`src/rtl/data_distributor_pkg.sv`:
```
// Shared slot map and state encoding for the data distributor and the result selector.
// Both ends import this package so they agree on which slot feeds which output.
package data_distributor_pkg;

  localparam int unsigned DIST_NUM_SLOTS = 9;

  // 64-bit outputs are {hi,lo}; the lower slot index is the high half.
  localparam int unsigned SLOT_D1_HI = 0;
  localparam int unsigned SLOT_D1_LO = 1;
  localparam int unsigned SLOT_D3_HI = 2;
  localparam int unsigned SLOT_D3_LO = 3;
  localparam int unsigned SLOT_D5_HI = 4;
  localparam int unsigned SLOT_D5_LO = 5;
  localparam int unsigned SLOT_D7    = 6;
  localparam int unsigned SLOT_D8    = 7;
  localparam int unsigned SLOT_D9    = 8;

  typedef enum logic [1:0] {
    COLLECT = 2'd0,
    PUBLISH = 2'd1,
    HOLD    = 2'd2
  } dist_state_e;

endpackage

```
`src/rtl/data_distributor_if.sv`:
```
// Word-stream valid/ready handshake into the data distributor.
interface data_distributor_if #(
  parameter int WORD_W = 32
);
  logic              in_valid;
  logic [WORD_W-1:0] in_data;
  logic              in_ready;

  modport master (output in_valid, output in_data, input in_ready);
  modport slave  (input in_valid, input in_data, output in_ready);
endinterface

```
`src/rtl/data_distributor_slot_bank.sv`:
```
// dist_slot_bank: NUM_SLOTS x WORD_W shadow registers with indexed write decode.
// slot_view shows the shadows with the current write already merged in.
module dist_slot_bank #(
  parameter int WORD_W    = 32,
  parameter int NUM_SLOTS = 9,
  parameter int CNT_W     = 4
) (
  input  logic                             clk,
  input  logic                             rst_n,
  input  logic                             wr_en,
  input  logic [CNT_W-1:0]                 wr_idx,
  input  logic [WORD_W-1:0]                wr_data,
  output logic [NUM_SLOTS-1:0][WORD_W-1:0] slot_view
);

  logic [NUM_SLOTS-1:0][WORD_W-1:0] shadow;

  always_ff @(posedge clk) begin
    if (!rst_n) begin
      shadow <= '0;
    end else begin
      for (int unsigned i = 0; i < NUM_SLOTS; i++) begin
        if (wr_en && wr_idx == CNT_W'(i)) shadow[i] <= wr_data;
      end
    end
  end

  // Merged view lets the top publish the final word in the same cycle it arrives.
  always_comb begin
    slot_view = shadow;
    for (int unsigned i = 0; i < NUM_SLOTS; i++) begin
      if (wr_en && wr_idx == CNT_W'(i)) slot_view[i] = wr_data;
    end
  end

endmodule

```
`src/rtl/data_distributor.sv`:
```
// data_distributor: scatters a 32-bit word stream into 9 slots and publishes them atomically per frame.
// Optional DATA_DIST_ACK_EN holds each published frame until the consumer asserts frame_ack.
module data_distributor
  import data_distributor_pkg::*;
#(
  parameter int WORD_W    = 32,
  parameter int NUM_SLOTS = 9,
  parameter int CNT_W     = 4
) (
  input  logic                  clk,
  input  logic                  rst_n,
  data_distributor_if.slave     in_bus,
  input  logic                  frame_abort,
  input  logic                  frame_ack,
  output logic [CNT_W-1:0]      slot_idx,
  output logic                  frame_done,
  output logic [2*WORD_W-1:0]   out_data1,
  output logic [2*WORD_W-1:0]   out_data3,
  output logic [2*WORD_W-1:0]   out_data5,
  output logic [WORD_W-1:0]     out_data7,
  output logic [WORD_W-1:0]     out_data8,
  output logic [WORD_W-1:0]     out_data9
);

  if (NUM_SLOTS != DIST_NUM_SLOTS) begin : g_bad_slots
    $error("data_distributor: NUM_SLOTS must be 9");
  end
  if (CNT_W < $clog2(NUM_SLOTS)) begin : g_bad_cnt
    $error("data_distributor: CNT_W too narrow for NUM_SLOTS");
  end

  dist_state_e                      state;
  logic                             in_ready_q;
  logic                             accept;
  logic                             wr_en;
  logic                             last_slot;
  logic [NUM_SLOTS-1:0][WORD_W-1:0] slot_view;

`ifndef DATA_DIST_ACK_EN
  logic unused_frame_ack;
  assign unused_frame_ack = frame_ack;
`endif

  assign in_bus.in_ready = in_ready_q;
  assign accept          = in_bus.in_valid & in_ready_q;
  assign wr_en           = accept & ~frame_abort;
  assign last_slot       = (slot_idx == CNT_W'(NUM_SLOTS - 1));

  dist_slot_bank #(
    .WORD_W   (WORD_W),
    .NUM_SLOTS(NUM_SLOTS),
    .CNT_W    (CNT_W)
  ) u_bank (
    .clk      (clk),
    .rst_n    (rst_n),
    .wr_en    (wr_en),
    .wr_idx   (slot_idx),
    .wr_data  (in_bus.in_data),
    .slot_view(slot_view)
  );

  always_ff @(posedge clk) begin
    if (!rst_n) begin
      state      <= COLLECT;
      in_ready_q <= 1'b1;
      slot_idx   <= '0;
      frame_done <= 1'b0;
      out_data1  <= '0;
      out_data3  <= '0;
      out_data5  <= '0;
      out_data7  <= '0;
      out_data8  <= '0;
      out_data9  <= '0;
    end else begin
      frame_done <= 1'b0;
      unique case (state)
        COLLECT: begin
          if (frame_abort) begin
            slot_idx <= '0;
          end else if (accept) begin
            if (last_slot) begin
              slot_idx   <= '0;
              out_data1  <= {slot_view[SLOT_D1_HI], slot_view[SLOT_D1_LO]};
              out_data3  <= {slot_view[SLOT_D3_HI], slot_view[SLOT_D3_LO]};
              out_data5  <= {slot_view[SLOT_D5_HI], slot_view[SLOT_D5_LO]};
              out_data7  <= slot_view[SLOT_D7];
              out_data8  <= slot_view[SLOT_D8];
              out_data9  <= slot_view[SLOT_D9];
              frame_done <= 1'b1;
              in_ready_q <= 1'b0;
              state      <= PUBLISH;
            end else begin
              slot_idx <= slot_idx + 1'b1;
            end
          end
        end
        PUBLISH: begin
`ifdef DATA_DIST_ACK_EN
          if (frame_ack) begin
            in_ready_q <= 1'b1;
            state      <= COLLECT;
          end else begin
            state      <= HOLD;
          end
`else
          in_ready_q <= 1'b1;
          state      <= COLLECT;
`endif
        end
        HOLD: begin
`ifdef DATA_DIST_ACK_EN
          if (frame_ack) begin
            in_ready_q <= 1'b1;
            state      <= COLLECT;
          end
`else
          in_ready_q <= 1'b1;
          state      <= COLLECT;
`endif
        end
        default: begin
          in_ready_q <= 1'b1;
          state      <= COLLECT;
        end
      endcase
    end
  end

endmodule

```
`src/flat_wrapper.sv`:
```
// flat-port wrapper written by rule: the top's interface ports become plain ports
module data_distributor_flat import data_distributor_pkg::*;
#(
  parameter int WORD_W    = 32,
  parameter int NUM_SLOTS = 9,
  parameter int CNT_W     = 4
)
  (clk, rst_n, frame_abort, frame_ack, slot_idx, frame_done, out_data1, out_data3, out_data5, out_data7, out_data8, out_data9, in_bus_in_valid, in_bus_in_data, in_bus_in_ready);
  data_distributor_if #(.WORD_W(WORD_W)) in_bus_i ();
  input  logic clk;
  input  logic rst_n;
  input  logic frame_abort;
  input  logic frame_ack;
  output logic [CNT_W-1:0] slot_idx;
  output logic frame_done;
  output logic [2*WORD_W-1:0] out_data1;
  output logic [2*WORD_W-1:0] out_data3;
  output logic [2*WORD_W-1:0] out_data5;
  output logic [WORD_W-1:0] out_data7;
  output logic [WORD_W-1:0] out_data8;
  output logic [WORD_W-1:0] out_data9;
  input wire logic [$bits(in_bus_i.in_valid)-1:0] in_bus_in_valid;
  input wire logic [$bits(in_bus_i.in_data)-1:0] in_bus_in_data;
  output wire logic [$bits(in_bus_i.in_ready)-1:0] in_bus_in_ready;
  assign in_bus_i.in_valid = in_bus_in_valid;
  assign in_bus_i.in_data = in_bus_in_data;
  assign in_bus_in_ready = in_bus_i.in_ready;
  data_distributor #(.WORD_W(WORD_W), .NUM_SLOTS(NUM_SLOTS), .CNT_W(CNT_W)) u_core (.clk(clk), .rst_n(rst_n), .in_bus(in_bus_i), .frame_abort(frame_abort), .frame_ack(frame_ack), .slot_idx(slot_idx), .frame_done(frame_done), .out_data1(out_data1), .out_data3(out_data3), .out_data5(out_data5), .out_data7(out_data7), .out_data8(out_data8), .out_data9(out_data9));
endmodule
```
`config.mk`:
```
export PLATFORM = sky130hd
export DESIGN_NAME = data_distributor_flat
export DESIGN_NICKNAME = d
export VERILOG_FILES = /design/src/rtl/data_distributor_pkg.sv /design/src/rtl/data_distributor_if.sv /design/src/rtl/data_distributor_slot_bank.sv /design/src/rtl/data_distributor.sv /design/src/flat_wrapper.sv
export SDC_FILE = /design/constraint.sdc
export NUM_CORES = 1
export LEC_CHECK = 0
export BUFFER_PORTS_ARGS = -buffer_cell sky130_fd_sc_hd__buf_2
export CORE_MARGIN = 1
export CORE_UTILIZATION = 50
export CTS_CLUSTER_SIZE = 20
export DETAILED_ROUTE_END_ITERATION = 7
export GPL_TIMING_DRIVEN = 0
export PLACE_DENSITY_LB_ADDON = 0.1
export RECOVER_POWER = 100
export SYNTH_ARGS = -nofsm -noshare
export SYNTH_HDL_FRONTEND = slang
export SYNTH_SLANG_ARGS = --single-unit
```
`constraint.sdc`:
```
create_clock -name clk -period 1.9 [get_ports clk]
set_input_delay 0.19 -clock clk [delete_from_list [all_inputs] [get_ports clk]]
set_output_delay 0.19 -clock clk [all_outputs]
set_load 0.03 [all_outputs]
```
==> results.yml, run 1 <==
outcome:
  status: "finished, final reports clean"
worst_setup_path:
  reg2reg_from: "u_core.slot_idx[0]$_SDFFE_PN0P_"
  crit_path_end_kind: "flop"
  ff2ff_path_depth: 8
  worstSetupPathType: "reg -> reg"
  crit_required_ns: 2.37
  arrival_ns: 2.28
  path_max_fanout: 10
  path_buf_inv: 4
  r2r-end: "u_core.out_data3[4]$_SDFFE_PN0P_"
  crit_family: "buffers and inverters"
  cpPeakStageDelay_ns: 0.36
  slowest_stage: "dfxtp_2"
  path_cells: "inv_2, ha_4, nand3b_1, buf_4, buf_6, clkbuf_2, o21ai_0, a21oi_1"
  critPathLaunchType: "flop"
  r2r_setup_slack_ns: 0.09
floorplanning:
  die_x_um: 204
  start_util_pct: 51.1
  ios: 331
  die_h_um: 204
  dieArea_um2: 41700
  core_area_um2: 40000
  rows: 73
power:
  power_density_nw_per_um2: 963
  power_mw: 23.9
  peakVddDrop_uv: 735
  static-leakage-power_nw: 8.95
clocking:
  htreeDepth: 2
  ctsRootBufferMaster: "clkbuf_16"
  clock_path_buffers: 3
  numClockSinks: 551
  cts_buffers: 54
  cts_tree: "yes"
  clk_pin_slew_ns: 0.07
  insertion_delay_ns: 0.60
grt:
  grt_use_total_pct: 32.5
  grt_pass1_wl_um: 103000
  antenna_found_initial: 1
  grt_overflow_total: 0
  grt_max_degree: 15
  grt_pass1_vias: 17700
place:
  gp_congestion: 0.906
  placement.cell_area_um2: 22800
  place_hpwl_um: 47900
  place.port_buffers: 328
cells_and_area:
  postLayoutCoreUtil_pct: 62.0
  syn_to_final_growth_pct: 21.2
  antenna_cells: 0
  layout-drive-gt1-share_pct: 10.0
  finalNetCount: 2737
  fin_area_um2: 24800
route:
  ant_nets: 0
  first_pass_iters: 7
  routedWlPerCell_um: 21.3
  drt_wl_total_um: 69700
  route.vias.total: 18800
  via_per_inst: 5.77
  drc: 0
  drt_iter0_markers: 1602
logic_synthesis:
  ys_seq_area_share_pct: 53.9
  syn_area_um2: 20500
  synthCells: 2277
  synth_area_per_cell_um2: 8.98
  synthDistinctLibCells: 28
  synth_top_flop_cell: "dfxtp_1"
  syn_nets: 2318
  ys_ff_latch: 551
  synthArstFlopShare_pct: 0
  yosysWarnings: 0
  synth_edf_count: 0
worst_hold_path:
  hold_path.class: "in -> reg"
  hold_depth: 5
  min_to: "u_core.in_bus.in_ready$_SDFFE_PN1P_"
  worstHoldStart: "in_bus_in_valid"
job:
  maxCapViolations: 0
sta:
  drv_slew: 0
  finalSetupViolCount: 0
  finalHoldViolCount: 0
  post-route-period-util_pct: 95.3
  fmax_ghz: 0.552
  finalClockSkew_ns: 0.0143
  min_period_ns: 1.81
  fin_tns_setup_ns: 0
  tightest_slew_ns: 0.983
  fin_hold_ws_ns: 0.0614
  relSlewSlack_pct: 34.3
## synth_stat cells, types with 2 or more instances
cell type,instances,area [µm²]
a21oi_1,323,1620
a31oi_1,2,12.5
and3_1,5,31.3
and4bb_1,2,25.0
buf_1,4,15.0
buf_2,48,240
buf_4,18,135
buf_6,9,101
clkbuf_1,163,612
dfxtp_1,551,11000
ha_1,4,50.1
inv_1,2,7.51
mux2i_1,224,2240
nand2_1,257,965
nand3_1,320,1600
nand3b_1,8,60.1
nor3_1,6,30.0
o21ai_0,303,1520
o21ai_1,19,95.1
## per-layer routing
| layer | vias to the layer above | share of wire [%] | track usage, % |
|---|---|---|---|
| met3 | 163 | 9.2 | 7.40 |
| met1 | 9106 | 43 | 43.8 |
| met5 | - | 0 | 0 |
| met4 | 0 | 3.9 | 13.6 |
| li1 | 8797 | - | - |
| met2 | 775 | 44 | 49.9 |
## final cells by class
type	count	area (µm²)
repair buffers	363	1620
clock buffers	86	1690
multi-input cells	1481	8330
well taps	525	657
inverters	3	11.3
clock inverters	16	183
flip-flops and latches	551	11000
plain buffers	242	1270
fillers	3675	15200
## timing repair
action / in CTS / in global routing
hold endpoints to repair: 64 / 0
setup buffers: 2 / 1
hold buffers: 32 / 0
setup endpoints to repair: 325 / 298
resized for setup: 81 / 64
## power breakdown
part / switching, mW / internal (mW)
logic: 0.859 / 0.234
registers: 0.0313 / 11.6
clock network: 4.55 / 6.61
total: 5.44 / 18.4
## how the worst max path moves through the flow
stage | from | slack, ns | depth (start not counted) | endpoint
3_3_place_gp | u_core.slot_idx[1]$_SDFFE_PN0P_ | -0.75 | 7 | u_core.out_data3[5]$_SDFFE_PN0P_
5_1_grt | u_core.slot_idx[1]$_SDFFE_PN0P_ | -0.01 | 8 | u_core.out_data5[59]$_SDFFE_PN0P_
3_5_place_dp | u_core.slot_idx[1]$_SDFFE_PN0P_ | -0.76 | 7 | u_core.out_data3[4]$_SDFFE_PN0P_
2_1_floorplan | u_core.slot_idx[1]$_SDFFE_PN0P_ | 0.02 | 7 | u_core.out_data1[61]$_SDFFE_PN0P_
6_report | u_core.slot_idx[0]$_SDFFE_PN0P_ | 0.09 | 8 | u_core.out_data3[4]$_SDFFE_PN0P_
4_1_cts | u_core.slot_idx[0]$_SDFFE_PN0P_ | 0.00002 | 8 | u_core.out_data1[62]$_SDFFE_PN0P_
## cells by family (layout without fill, tap and decap cells)
kind of cell,after synthesis,after routing,synth area share (%)
muxes,224,224,11.0
buffers and inverters,245,710,5.45
adders and majority gates,4,4,0.245
DFF,551,551,53.9
AOI/OAI and AO/OA,648,648,15.9
and+or+nand+nor,605,605,13.6
## cell usage in the layout (no fill, tap or decap)
cell           synthesis  routed
dlygate4sd3_1          0      32
buf_1                  4       3
mux2i_1              224     224
and3_1                 5       5
nand3_1              320     320
nand4b_1               1       1
bufinv_16              0       4
dfxtp_1              551     549
inv_1                  2       1
and3b_1                1       1
ha_1                   4       3
and4bb_1               2       2
clkinv_2               0      11
inv_2                  0       1
clkinvlp_4             0       1
nand2b_1               1       1
o21ai_0              303     296
o211ai_1               1       1
or4bb_4                0       1
clkbuf_4               0      21
clkbuf_2               0      49
clkbuf_16              0      57
nand2_1              257     257
nand4bb_1              1       1
buf_4                 18      19
buf_6                  9      14
nor3b_1                1       1
a21oi_1              323     323
buf_2                 48      78
a31oi_1                2       2
nor2b_1                1       1
ha_4                   0       1
o21ai_1               19      26
nor3_1                 6       6
clkbuf_8               0      16
clkbuf_1             163     402
dfxtp_2                0       2
clkinv_1               1       1
nand3b_1               8       8
## worst min-delay path, cell delays in order
cell and delay, ns:
buf_2 0.14, nand3b_1 0.08, clkbuf_1 0.08, o21ai_0 0.07, nand3b_1 0.07
## sequential cells by signal (all words and copies together), names as in the netlist
signal / flops
u_core.frame_done: 1
u_core.in_bus.in_ready: 1
u_core.out_data1: 64
u_core.out_data3: 64
u_core.out_data5: 64
u_core.out_data7: 32
u_core.out_data8: 32
u_core.out_data9: 32
u_core.slot_idx: 4
u_core.state: 1
u_core.u_bank.shadow: 256
## metrics by stage
| step | worst slack (ns) | cells |
|---|---|---|
| 2_1_floorplan | 0.0171 | 2277 |
| 3_3_place_gp | -0.748 | 3130 |
| 3_5_place_dp | -0.760 | 3130 |
| 4_1_cts | 0.0000193 | 3266 |
| 5_1_grt | -0.0124 | 3267 |
| 6_report | 0.0894 | 3267 |
Power figures use the tool's default switching activity.
==> inputs of run 2 (changes only) <==
- CORE_ASPECT_RATIO: not set -> 0.6
==> run 2 against run 1 <==
- clock skew increased by 0.0024 ns
- final cell count down 0.49%
- final area decreased by 0.78%
- worst setup slack lost 0.019 ns
- clock-buffer cell count down 14
- die area is essentially flat
- sequential power is essentially flat
- hold slack better by 0.048 ns
- combinational power is essentially flat
- via count is 1.2% higher
- clock power fell by 4%
- utilization increased by 0.055 points
- critical path type unchanged
==> results.yml, run 2 (synthesis results as in run 1) <==
clocking:
  insertion_delay_ns: 0.58
  clk_pin_slew_ns: 0.07
  numClockSinks: 551
  cts_buffers: 49
  htreeDepth: 2
  ctsRootBufferMaster: "clkbuf_16"
  clock_path_buffers: 3
  cts_tree: "yes"
cells_and_area:
  multi_input_area_um2: 8330
  num-fill-cells: 3578
  syn_to_final_growth_pct: 20.2
  finalNetCount: 2730
  layout_common_cells: "dfxtp_1, clkbuf_1, a21oi_1, nand3_1, o21ai_0"
  layout-drive-gt1-share_pct: 9.86
  regMostFlops: "u_core.u_bank.shadow"
  register_area_um2: 11000
  postLayoutCoreUtil_pct: 62.0
  largest_reg_flops: 256
  final_common_cell: "dfxtp_1"
worst_setup_path:
  cpPeakStageDelay_ns: 0.38
  crit_family: "buffers and inverters"
  crit_top_cell: "buf_4"
  path_max_fanout: 10
  critPathLaunchType: "flop"
  reg2reg_from: "u_core.slot_idx[1]$_SDFFE_PN0P_"
  crit_path_end_kind: "flop"
  path_cells: "inv_1, ha_4, nand3b_1, buf_4, buf_4, clkbuf_4, o21ai_0, a21oi_1"
  r2r-end: "u_core.out_data9[10]$_SDFFE_PN0P_"
  crit_required_ns: 2.40
  worstSetupPathType: "reg -> reg"
  path_buf_inv: 4
  r2r_setup_slack_ns: 0.07
  arrival_ns: 2.33
  slowest_stage: "dfxtp_2"
  ff2ff_path_depth: 8
worst_hold_path:
  worstHoldStart: "in_bus_in_valid"
  hold_depth: 5
  hold_path.class: "in -> reg"
  min_to: "u_core.in_bus.in_ready$_SDFFE_PN1P_"
route:
  drc: 0
  drt_iter0_markers: 1881
  dr_wl_met2_um: 30900
  drt_wl_total_um: 71500
  dr_wl_met3_um: 5570
  routed.top_layer: "met4"
  first_pass_iters: 5
  ant_nets: 0
  via_per_inst: 5.87
  wl_met1_um: 32800
  route.vias.total: 19100
  routedWlPerCell_um: 22.0
place:
  place_ws_ns: -0.690
  place.port_buffers: 328
  gp_congestion: 0.898
  place_hpwl_um: 50300
sta:
  fin_hold_ws_ns: 0.109
  relSlewSlack_pct: 35.1
  finalSetupViolCount: 0
  tightest_slew_ns: 0.971
  post-route-period-util_pct: 96.3
  rsz0062_at_grt: "false"
  finalHoldViolCount: 0
  drv_slew: 0
  finalClockSkew_ns: 0.0166
  fmax_ghz: 0.547
  setup_ws_ns: 0.0706
  min_period_ns: 1.83
floorplanning:
  core_area_um2: 39700
  rows: 56
  die_x_um: 263
  start_util_pct: 51.6
  die_h_um: 159
  ios: 331
  dieArea_um2: 41800
grt:
  antenna_found_initial: 3
  grt_pass1_wl_um: 105000
  grt_use_total_pct: 33.1
  grt_max_degree: 16
  grt_pass1_vias: 17600
  grt_overflow_total: 0
power:
  static-leakage-power_nw: 8.87
  power_mw: 23.4
  peakVddDrop_uv: 577
  power_density_nw_per_um2: 951
job:
  maxCapViolations: 0
outcome:
  status: "finished, final reports clean"
run 2: repair_timing:
item | 4_1_cts | 5_1_grt
setup buffers | 2 | 0
gates resized for setup | 73 | 85
endpoints found under the setup margin | 323 | 290
hold endpoints to repair | 64 | 0
hold buffers | 32 | 0
gates cloned | 0 | 0
run 2: layout make-up:
cell class                 instances  area share [%]
antenna                            2          0.0203
buffer                           241            5.07
clock buffer                      72            6.08
clock inverter                    17           0.870
inverter                           3          0.0509
multi-input combinational       1481            33.9
sequential                       551            44.9
tap                              522            2.66
timing repair buffer             362            6.55
run 2: routing by layer:
layer  up-vias  global-route usage, %
met2       872                   50.2
met4         0                   11.3
li1       8781                      -
met5         -                      0
met3       135                   4.75
met1      9285                   48.1
run 2: power breakdown:
part	internal (mW)	total [mW]	leakage, nW	switching [mW]
Clock	6.13	10.7	0.856	4.54
Sequential	11.6	11.6	4.44	0.0306
Combinational	0.233	1.09	3.57	0.862
Total	18.0	23.4	8.87	5.43
run 2: worst max path at each step:
| stage | start | end | slack (ns) | depth (start not counted) |
|---|---|---|---|---|
| detailed placement | u_core.slot_idx[1]$_SDFFE_PN0P_ | u_core.out_data9[13]$_SDFFE_PN0P_ | -0.69 | 7 |
| floorplan | u_core.slot_idx[1]$_SDFFE_PN0P_ | u_core.out_data1[61]$_SDFFE_PN0P_ | 0.02 | 7 |
| finish | u_core.slot_idx[1]$_SDFFE_PN0P_ | u_core.out_data9[10]$_SDFFE_PN0P_ | 0.07 | 8 |
| CTS | u_core.state[0]$_SDFFE_PN0P_ | u_core.out_data9[18]$_SDFFE_PN0P_ | 0.0001 | 6 |
| global placement | u_core.slot_idx[0]$_SDFFE_PN0P_ | u_core.out_data9[16]$_SDFFE_PN0P_ | -0.62 | 7 |
| global route | u_core.slot_idx[3]$_SDFFE_PN0P_ | u_core.u_bank.shadow[121]$_SDFF_PN0_ | 0.004 | 6 |
run 2: worst register-to-register path, delay by kind of cell (launching register included):
family                     cells  cell delay [ns]
buffers and inverters          4             0.74
and+or+nand+nor                1             0.16
adders and majority gates      1             0.18
AOI/OAI and AO/OA              2             0.29
DFF                            1             0.38
run 2: stage by stage:
stage	instances	TNS (ns)	area, µm²
5_1_grt	3251	0	24600
3_5_place_dp	3127	-215.90	22800
6_report	3251	0	24600
2_1_floorplan	2277	0	20500
3_3_place_gp	3127	-185.29	22800
4_1_cts	3250	0	24900
==> inputs of run 3 (changes only) <==
- CELL_PAD_IN_SITES_DETAIL_PLACEMENT: not set -> 0
- CELL_PAD_IN_SITES_GLOBAL_PLACEMENT: not set -> 1
- CORE_UTILIZATION: 50 -> 42
- SLEW_MARGIN: not set -> 25
==> run 3 against run 2 <==
- register-to-register slack barely moved
- sequential power barely moved
- die area rose by 19%
- largest cell class unchanged
- largest power group unchanged
==> results.yml, run 3 (synthesis results as in run 1) <==
power:
  p_int_mw: 17.8
  comb_power_share_pct: 4.8
  p_sw_share_pct: 23.3
  power_density_nw_per_um2: 940
  peakVddDrop_uv: 614
  power_mw: 23.3
  static-leakage-power_nw: 8.87
  p_sw_mw: 5.43
  power.share.clock_pct: 45.2
  p_seq_share_pct: 50.0
worst_setup_path:
  crit_required_ns: 2.35
  critPathLaunchType: "flop"
  crit_path_end_kind: "flop"
  arrival_ns: 2.27
  worstSetupPathType: "reg -> reg"
  path_max_fanout: 10
  crit_top_cell: "buf_4"
  slowest_stage: "dfxtp_2"
  cpPeakStageDelay_ns: 0.35
  path_cells: "inv_1, ha_4, nand3b_1, buf_4, buf_4, clkbuf_4, o21ai_0, a21oi_1"
cells_and_area:
  layout-drive-gt1-share_pct: 9.70
  finalNetCount: 2734
  num-fill-cells: 4703
  stdcell_count: 3375
  postLayoutCoreUtil_pct: 51.7
  final_common_cell: "dfxtp_1"
  syn_to_final_growth_pct: 21.1
  largest_reg_flops: 256
  layout_common_cells: "dfxtp_1, clkbuf_1, a21oi_1, nand3_1, o21ai_0"
  regMostFlops: "u_core.u_bank.shadow"
place:
  placedCellCount: 3245
  place_hpwl_um: 52300
  gp_congestion: 0.871
  place.port_buffers: 328
clocking:
  ctsRootBufferMaster: "clkbuf_16"
  cts_tree: "yes"
  clk_pin_slew_ns: 0.07
  numClockSinks: 551
  htreeDepth: 2
  insertion_delay_ns: 0.58
  cts_buffers: 52
  clock_path_buffers: 3
floorplanning:
  core_area_um2: 47900
  die_h_um: 173
  ios: 331
  dieArea_um2: 49600
  start_util_pct: 42.7
  die_x_um: 287
  rows: 62
route:
  drc: 0
  routedWlPerCell_um: 22.0
  drt_iter0_markers: 1701
  first_pass_iters: 6
  drt_wl_total_um: 74200
  via_per_inst: 5.57
  ant_nets: 0
  route.vias.total: 18800
grt:
  grt_pass1_vias: 17300
  grt_overflow_total: 0
  grt_pass1_wl_um: 109000
  grt_use_total_pct: 28.9
  antenna_found_initial: 1
  grt_max_degree: 15
sta:
  tightest_slew_ns: 1.03
  post-route-period-util_pct: 96.0
  fmax_ghz: 0.548
  finalHoldViolCount: 0
  drv_slew: 0
  relSlewSlack_pct: 31.4
  min_period_ns: 1.82
  finalSetupViolCount: 0
  finalClockSkew_ns: 0.0160
worst_hold_path:
  hold_path.class: "in -> reg"
job:
  maxCapViolations: 0
outcome:
  status: "finished, final reports clean"
-- run 3: area by class of cell --
cell class | instances | area [µm²] | share of cell area, %
buffer | 242 | 1280 | 5.17
inverter | 3 | 11.3 | 0.0455
tap | 640 | 801 | 3.23
clock inverter | 7 | 85.1 | 0.344
multi-input combinational | 1481 | 8330 | 33.6
timing repair buffer | 362 | 1610 | 6.50
clock buffer | 85 | 1610 | 6.49
sequential | 551 | 11000 | 44.5
antenna | 4 | 10.0 | 0.0404
-- run 3: final timing paths --
kind                                            start                             endpoint  slack [ns]  cells past startpoint
setup / recovery      u_core.slot_idx[1]$_SDFFE_PN0P_    u_core.out_data1[48]$_SDFFE_PN0P_        0.08                      8
hold / removal                        in_bus_in_valid  u_core.in_bus.in_ready$_SDFFE_PN1P_         0.1                      5
setup reg to reg      u_core.slot_idx[1]$_SDFFE_PN0P_    u_core.out_data1[48]$_SDFFE_PN0P_        0.08                      8
hold reg to reg   u_core.u_bank.shadow[79]$_SDFF_PN0_  u_core.u_bank.shadow[79]$_SDFF_PN0_        0.46                      2
-- run 3: timing repair --
action                                 CTS  global route
gates cloned                             0             0
hold buffers                            32             0
endpoints found under the hold margin   64             0
gates resized for setup                 75            78
setup endpoints to repair              325           322
buffers inserted                         2             0
-- run 3: stage by stage --
step	area, µm²	setup slack [ns]	hold slack, ns	TNS [ns]
detailed placement	22900	-0.743	0.446	-262.39
CTS	25100	0.00193	0.0648	0
global placement	22900	-0.695	0.443	-259.79
global route	24800	-0.000340	0.114	-0.000340
finish	24800	0.0767	0.0992	0
floorplan	20500	0.0171	0.338	0
-- run 3: power groups by stage --
stage / Sequential, mW / Combinational (mW) / Clock (mW)
finish: 11.6 / 1.13 / 10.5
global route: 11.6 / 1.18 / 11.2
CTS: 11.6 / 1.09 / 10.6
detailed placement: 11.9 / 1.04 / 0
global placement: 11.9 / 1.02 / 0
floorplan: 11.9 / 0.525 / 0
-- run 3: routing by layer --
metal  track usage [%]  vias to the layer above  wire length [µm]
li1                  -                     8792                 -
met1              43.7                     9240             35500
met2              43.2                      688             32100
met3              4.45                       94              5050
met4              6.18                        0              1520
met5                 0                        -                 0
-- run 3: worst max-delay path: cells and delay by family (launching register included) --
family / cells / cell delay, ns
flip-flops: 1 / 0.35
AND/OR/NAND/NOR: 1 / 0.15
AO/OA/AOI/OAI: 2 / 0.29
buffers and inverters: 4 / 0.72
adder cells (fa/ha/maj): 1 / 0.16
